--- src/rtl/gate_chk_settle_cnt.sv ---
// Loadable down-counter with a zero flag; times the settle window between
// driving a vector and sampling the gate output.
module gate_chk_settle_cnt #(
   parameter int W = 4
) (
   input  logic         clk,
   input  logic         rst_n,
   input  logic         load,
   input  logic [W-1:0] load_val,
   input  logic         dec,
   output logic         cnt_zero
);

   localparam logic [W-1:0] CNT_ONE = W'(1);

   logic [W-1:0] cnt_r;

   // Counter register: load wins over decrement, decrement stops at zero
   always_ff @(posedge clk or negedge rst_n) begin
      if (!rst_n) begin
         cnt_r <= '0;
      end else if (load) begin
         cnt_r <= load_val;
      end else if (dec && (cnt_r != '0)) begin
         cnt_r <= cnt_r - CNT_ONE;
      end else begin
         cnt_r <= cnt_r;
      end
   end

   assign cnt_zero = (cnt_r == '0);

endmodule

--- config.mk ---
export PLATFORM = sky130hd
export DESIGN_NAME = gate_chk_settle_cnt
export DESIGN_NICKNAME = d
export VERILOG_FILES = /design/src/rtl/gate_chk_settle_cnt.sv
export SDC_FILE = /design/constraint.sdc
export NUM_CORES = 1
export LEC_CHECK = 0
export BUFFER_PORTS_ARGS = -buffer_cell sky130_fd_sc_hd__buf_2
export CORE_AREA = 2 2 39 41
export CTS_BUF_LIST = sky130_fd_sc_hd__clkbuf_4
export DETAILED_ROUTE_END_ITERATION = 12
export DIE_AREA = 0 0 41 43
export PLACE_DENSITY = 0.49
export SLEW_MARGIN = 10
export SYNTH_ARGS = -nofsm -noshare
export SYNTH_HDL_FRONTEND = slang
export SYNTH_SLANG_ARGS = --single-unit
--- constraint.sdc ---
create_clock -name clk -period 1.9 [get_ports clk]
set_clock_uncertainty 0.1 [all_clocks]
set_input_delay 0.095 -clock clk [delete_from_list [all_inputs] [get_ports clk]]
set_output_delay 0.095 -clock clk [all_outputs]
set_load 0.03 [all_outputs]
# After elaboration in Yosys (flattened, before gate mapping)
# Index checks and enable logic that the tools add are counted.
classes:
  addsub: 1
  eq_ne: 0
  shift: 0
  mux: 2
  n_bitwise: 0
  n_reduce_logical: 4
  magnitude_cmp: 0
  multipliers: 0
  div_mod_pow: 0
op_table:
  columns: ["cell", "n"]
  rows:
  - ["$mux W4", 2]
  - ["$logic_not A4 Y1", 1]
  - ["$reduce_bool A4 Y1", 1]
  - ["$sub A4 B1 Y4 const B", 1]
  - ["$reduce_bool A2 Y1", 1]
  - ["$logic_and A1 B1 Y1", 1]
totals:
  register_bits: 4
  in_bits: 8
  rom_bits: 0
  word_cells: 8
  mem_bits_rw: 0
  memories: 0
  latchBits: 0

# Logic depth before layout (Yosys ltp)
depth:
  ltp_word: 4
  ltp_mapped: 5

# Least setup slack after synthesis
# Ideal clock, no wire load.
synth_timing:
  path_type: "register -> register"
  startpoint: "register cnt_r[0]"
  endpoint: "register cnt_r[0]"
  slack_ns: 0.178
  stages_incl_launch_ff: 6
  setup_ns: 0.124
  period_less_slack_ns: 1.722
  t_required_ns: 1.676
  n_path_buf: 0
  arrival_time_ns: 1.498
  path_cell_list: "dfrtp_1 -> inv_1 -> ha_1 -> nor3b_2 -> nor3_1 -> o31a_1"
synth_via:
  elab_chain_cells: 3
  word_cells_on_any_way: 6
synth_rtl:
  columns: ["item", "line", "rtl"]
  rows:
  - ["start: declaration", "16", "logic [W-1:0] cnt_r;"]
  - ["start signal: assignment", "23", "cnt_r <= load_val;"]
  - ["start signal: assignment", "25", "cnt_r <= cnt_r - CNT_ONE;"]
  - ["start signal: assignment", "27", "cnt_r <= cnt_r;"]
  - ["$sub A4 B1 Y4 or $reduce_bool A4 Y1 (tied branches)", "25, 24", null]
  - ["$mux W4 or $logic_and A1 B1 Y1 (tied branches)", "24", "end else if (dec && (cnt_r != '0)) begin"]
  - ["$mux W4 or $reduce_bool A2 Y1 (tied branches)", null, null]
# Several ways; a longest one is shown, not always the timed one. The select of a mux whose other input is x is not followed.
# A chain may end at the register's enable or synchronous reset.

# Final worst setup path
layout_timing:
  startpoint: "register cnt_r[0]"
  endpoint: "output cnt_zero"
layout_via:
  elab_chain_cells: 1
layout_rtl:
  columns: ["item", "line", "rtl"]
  rows:
  - ["$logic_not A4 Y1", "31", "assign cnt_zero = (cnt_r == '0);"]
  - ["end: declaration", "11", "output logic cnt_zero"]
# Every way passes these cells.

==> results by group <==
Synthesis
  • Synth cell types: 18
  • Simple-Gate Fraction of Synth Area: 0.301
  • Post-synth EDFFs: 0
  • Post-Syn Area: 270 µm²
  • Synth Instances: 27
  • Mapped Nets: 36
  • Largest family of logic cells by synthesized area: simple AND/OR/NAND/NOR gates
  • Ys async rst share: 1.00
  • Yosys reg bits: 4
  • Synth Area in Compound Gates: 0.199
  • Post-Synth XOR/XNOR Area: 0
  • Post-synthesis mux area share: 0
  • Most used DFF post-synth: dfrtp_1
  • Post-Synth Adder-Cell Area: 0.0463
  • Sequential area share after synthesis: 0.370
  • Mean Syn Cell Area: 10.0 µm²
  • Warnings from Yosys: 0

Worst setup path
  • Setup crit start kind: register
  • CP Class: register to output pin
  • CP top delay family: flip-flops
  • CP Capture Type: output pin
  • Worst Path Buf+Inv: 2
  • CP required: 1.70 ns
  • CP max stage cell: dfrtp_1
  • CP max stage delay: 0.41 ns
  • Critical-path cell list: inv_1, ha_1, nor3b_2, buf_2
  • Max FO, Critical Path: 5
  • Arrival @ worst endpoint: 1.44 ns

Placed design
  • Port Buf Inserts: 8
  • GPL Wtd Cong: 0.678
  • Dpl cells: 50
  • Final HPWL DP: 437 µm

Floorplanning
  • CORE AREA: 1380 µm²
  • Num ports: 9
  • Die ar.: 1760 µm²
  • Die Y: 43 µm
  • Row cnt: 14
  • Die width: 41 µm
  • Initial Util: 0.195

STA
  • Hold Vio Cnt, Final: 0
  • Worst Max-Slew Pin Slew: 0.266 ns
  • Final min period: 1.64 ns
  • Slew margin rel.: 0.822
  • Fin. max-slew vios: 0
  • Fmax: 611 MHz
  • RSZ-0062 raised after global routing: false
  • Setup_tns: 0 ns
  • Period utilization: 0.861
  • Endpoints failing setup: 0

Final layout
  • Syn-to-layout area delta: 37.5%
  • Post-layout net count: 51
  • Fin cells: 56
  • ANT cells: 0
  • Most frequent cells in the layout: 8 x buf_2, 4 x dfrtp_1
  • Max reg flops: 4
  • Commonest non-fill, non-tap cell in the layout: buf_2
  • Fill cells: 158
  • Fraction of layout cells with a size suffix above 1: 0.350
  • Fin util: 0.269
  • Top reg by flops: cnt_r
  • Multi-input gate area: 148 µm²
  • Largest regs: cnt_r: 4 flops
  • Sequential Area: 100 µm²

Power and ir drop
  • Pwr/cell area: 728 nW/µm²
  • Sw Share: 0.263
  • Seq pwr share: 0.398
  • Sw Pwr: 71.1 µW
  • Combinational Power Share: 0.229
  • Internal: 199 µW
  • Max VDD drop: 0.260 mV
  • Power share of the clock group: 0.373
  • Lkg Pwr: 0.173 nW

Drt
  • Per-cell routed wire length: 9.36 µm
  • Drt first-iter violations: 0
  • Drt pass-1 iters: 1
  • Antenna-violating nets left: 0
  • Via Count: 238
  • Via density per instance: 4.25
  • DRC viols: 0
  • Wirelength, routed: 524 µm

Worst hold path
  • Hold WC Path Type: primary input to register

Run status
  • Status: completed

Clock tree
  • Clock Latency Late Sink: 0.23 ns
  • CTS clock-pin slew for the worst setup and hold paths: 0.04 ns
  • CTS Buffer Depth: 2
  • CTS Buf Count: 3
  • Root Buffer: clkbuf_4
  • Setup Buffers After CTS: 0
  • Max H-tree Level: 1
  • CTS tree: built
  • CTS Sinks: 4

GRT
  • Total Routing Usage GR: 0.0806
  • Antenna violations before repair: 0
  • Largest net degree at the start of global routing: 11
  • Gr ovfl total: 0
  • First-pass GRT wire length: 910 µm
  • Vias in the first global route: 252

Flow run
  • Max-Cap Viols: 0
==> final timing paths <==
path                                           start                   end  slack, ns  cells after the start
worst max register to register  cnt_r[0]$_DFFE_PN0P_  cnt_r[1]$_DFFE_PN0P_       0.35                      5
worst max-delay path            cnt_r[0]$_DFFE_PN0P_              cnt_zero       0.26                      4
max in group asynchronous                      rst_n  cnt_r[1]$_DFFE_PN0P_       1.48                      2
worst min register to register  cnt_r[1]$_DFFE_PN0P_  cnt_r[1]$_DFFE_PN0P_       0.52                      2
min in group asynchronous                      rst_n  cnt_r[3]$_DFFE_PN0P_       0.10                      2
worst min-delay path                     load_val[3]  cnt_r[3]$_DFFE_PN0P_       0.01                      2
==> layout make-up <==
| class | count | share of cell area |
|---|---|---|
| well taps | 16 | 0.0539 |
| multi-input cells | 19 | 0.397 |
| clock buffers | 3 | 0.0606 |
| repair buffers | 11 | 0.189 |
| flip-flops and latches | 4 | 0.269 |
| inverters | 3 | 0.0303 |
==> per-stage QoR <==
stage / setup slack, ns / total power [mW] / hold slack (ns) / cell area [µm²]
3_5_place_dp: 0.354 / 0.168 / -0.193 / 319
2_1_floorplan: 0.178 / 0.150 / -0.301 / 270
4_1_cts: 0.246 / 0.281 / 0.0126 / 372
5_1_grt: 0.142 / 0.292 / 0.0423 / 372
3_3_place_gp: 0.365 / 0.168 / -0.190 / 319
6_report: 0.264 / 0.271 / 0.0130 / 372
==> worst register-to-register path, delay by kind of cell (launching register included) <==
kind / cells / cell delay [ns]
simple gates: 2 / 0.61
flops: 1 / 0.39
fa+ha+maj: 1 / 0.23
compound gates: 1 / 0.09
buf+inv: 1 / 0.06
==> power groups by stage <==
stage          clock, mW  combinational, mW  sequential (mW)
6_report           0.101             0.0620            0.108
2_1_floorplan          0             0.0435            0.106
3_5_place_dp           0             0.0593            0.109
4_1_cts            0.109             0.0639            0.108
5_1_grt            0.110             0.0718            0.110
3_3_place_gp           0             0.0590            0.109
==> routing by layer <==
layer,GRT usage,vias to the layer above,routed length [µm]
met1,0.0909,108,234
met3,0.0157,0,19
li1,-,126,-
met2,0.106,4,271
met4,0.100,0,0
met5,0,-,0
==> what timing repair did <==
item	CTS	global route
hold buffers	3	0
gates resized for setup	0	0
endpoints found under the setup margin	0	0
hold endpoints to repair	6	0
==> cells in the mapped netlist (all sizes together), types with 2 or more instances <==
master	number	share of area
dfrtp	4	0.37
inv	3	0.042
nand2	3	0.042
nor3	2	0.037
nor3b	2	0.074
o21ai	2	0.037
==> cells by family after synthesis <==
| group | Yosys count |
|---|---|
| buf+inv | 4 |
| simple gates | 11 |
| compound gates | 7 |
| fa+ha+maj | 1 |
| flops | 4 |
(Power assumes the default switching activity.)
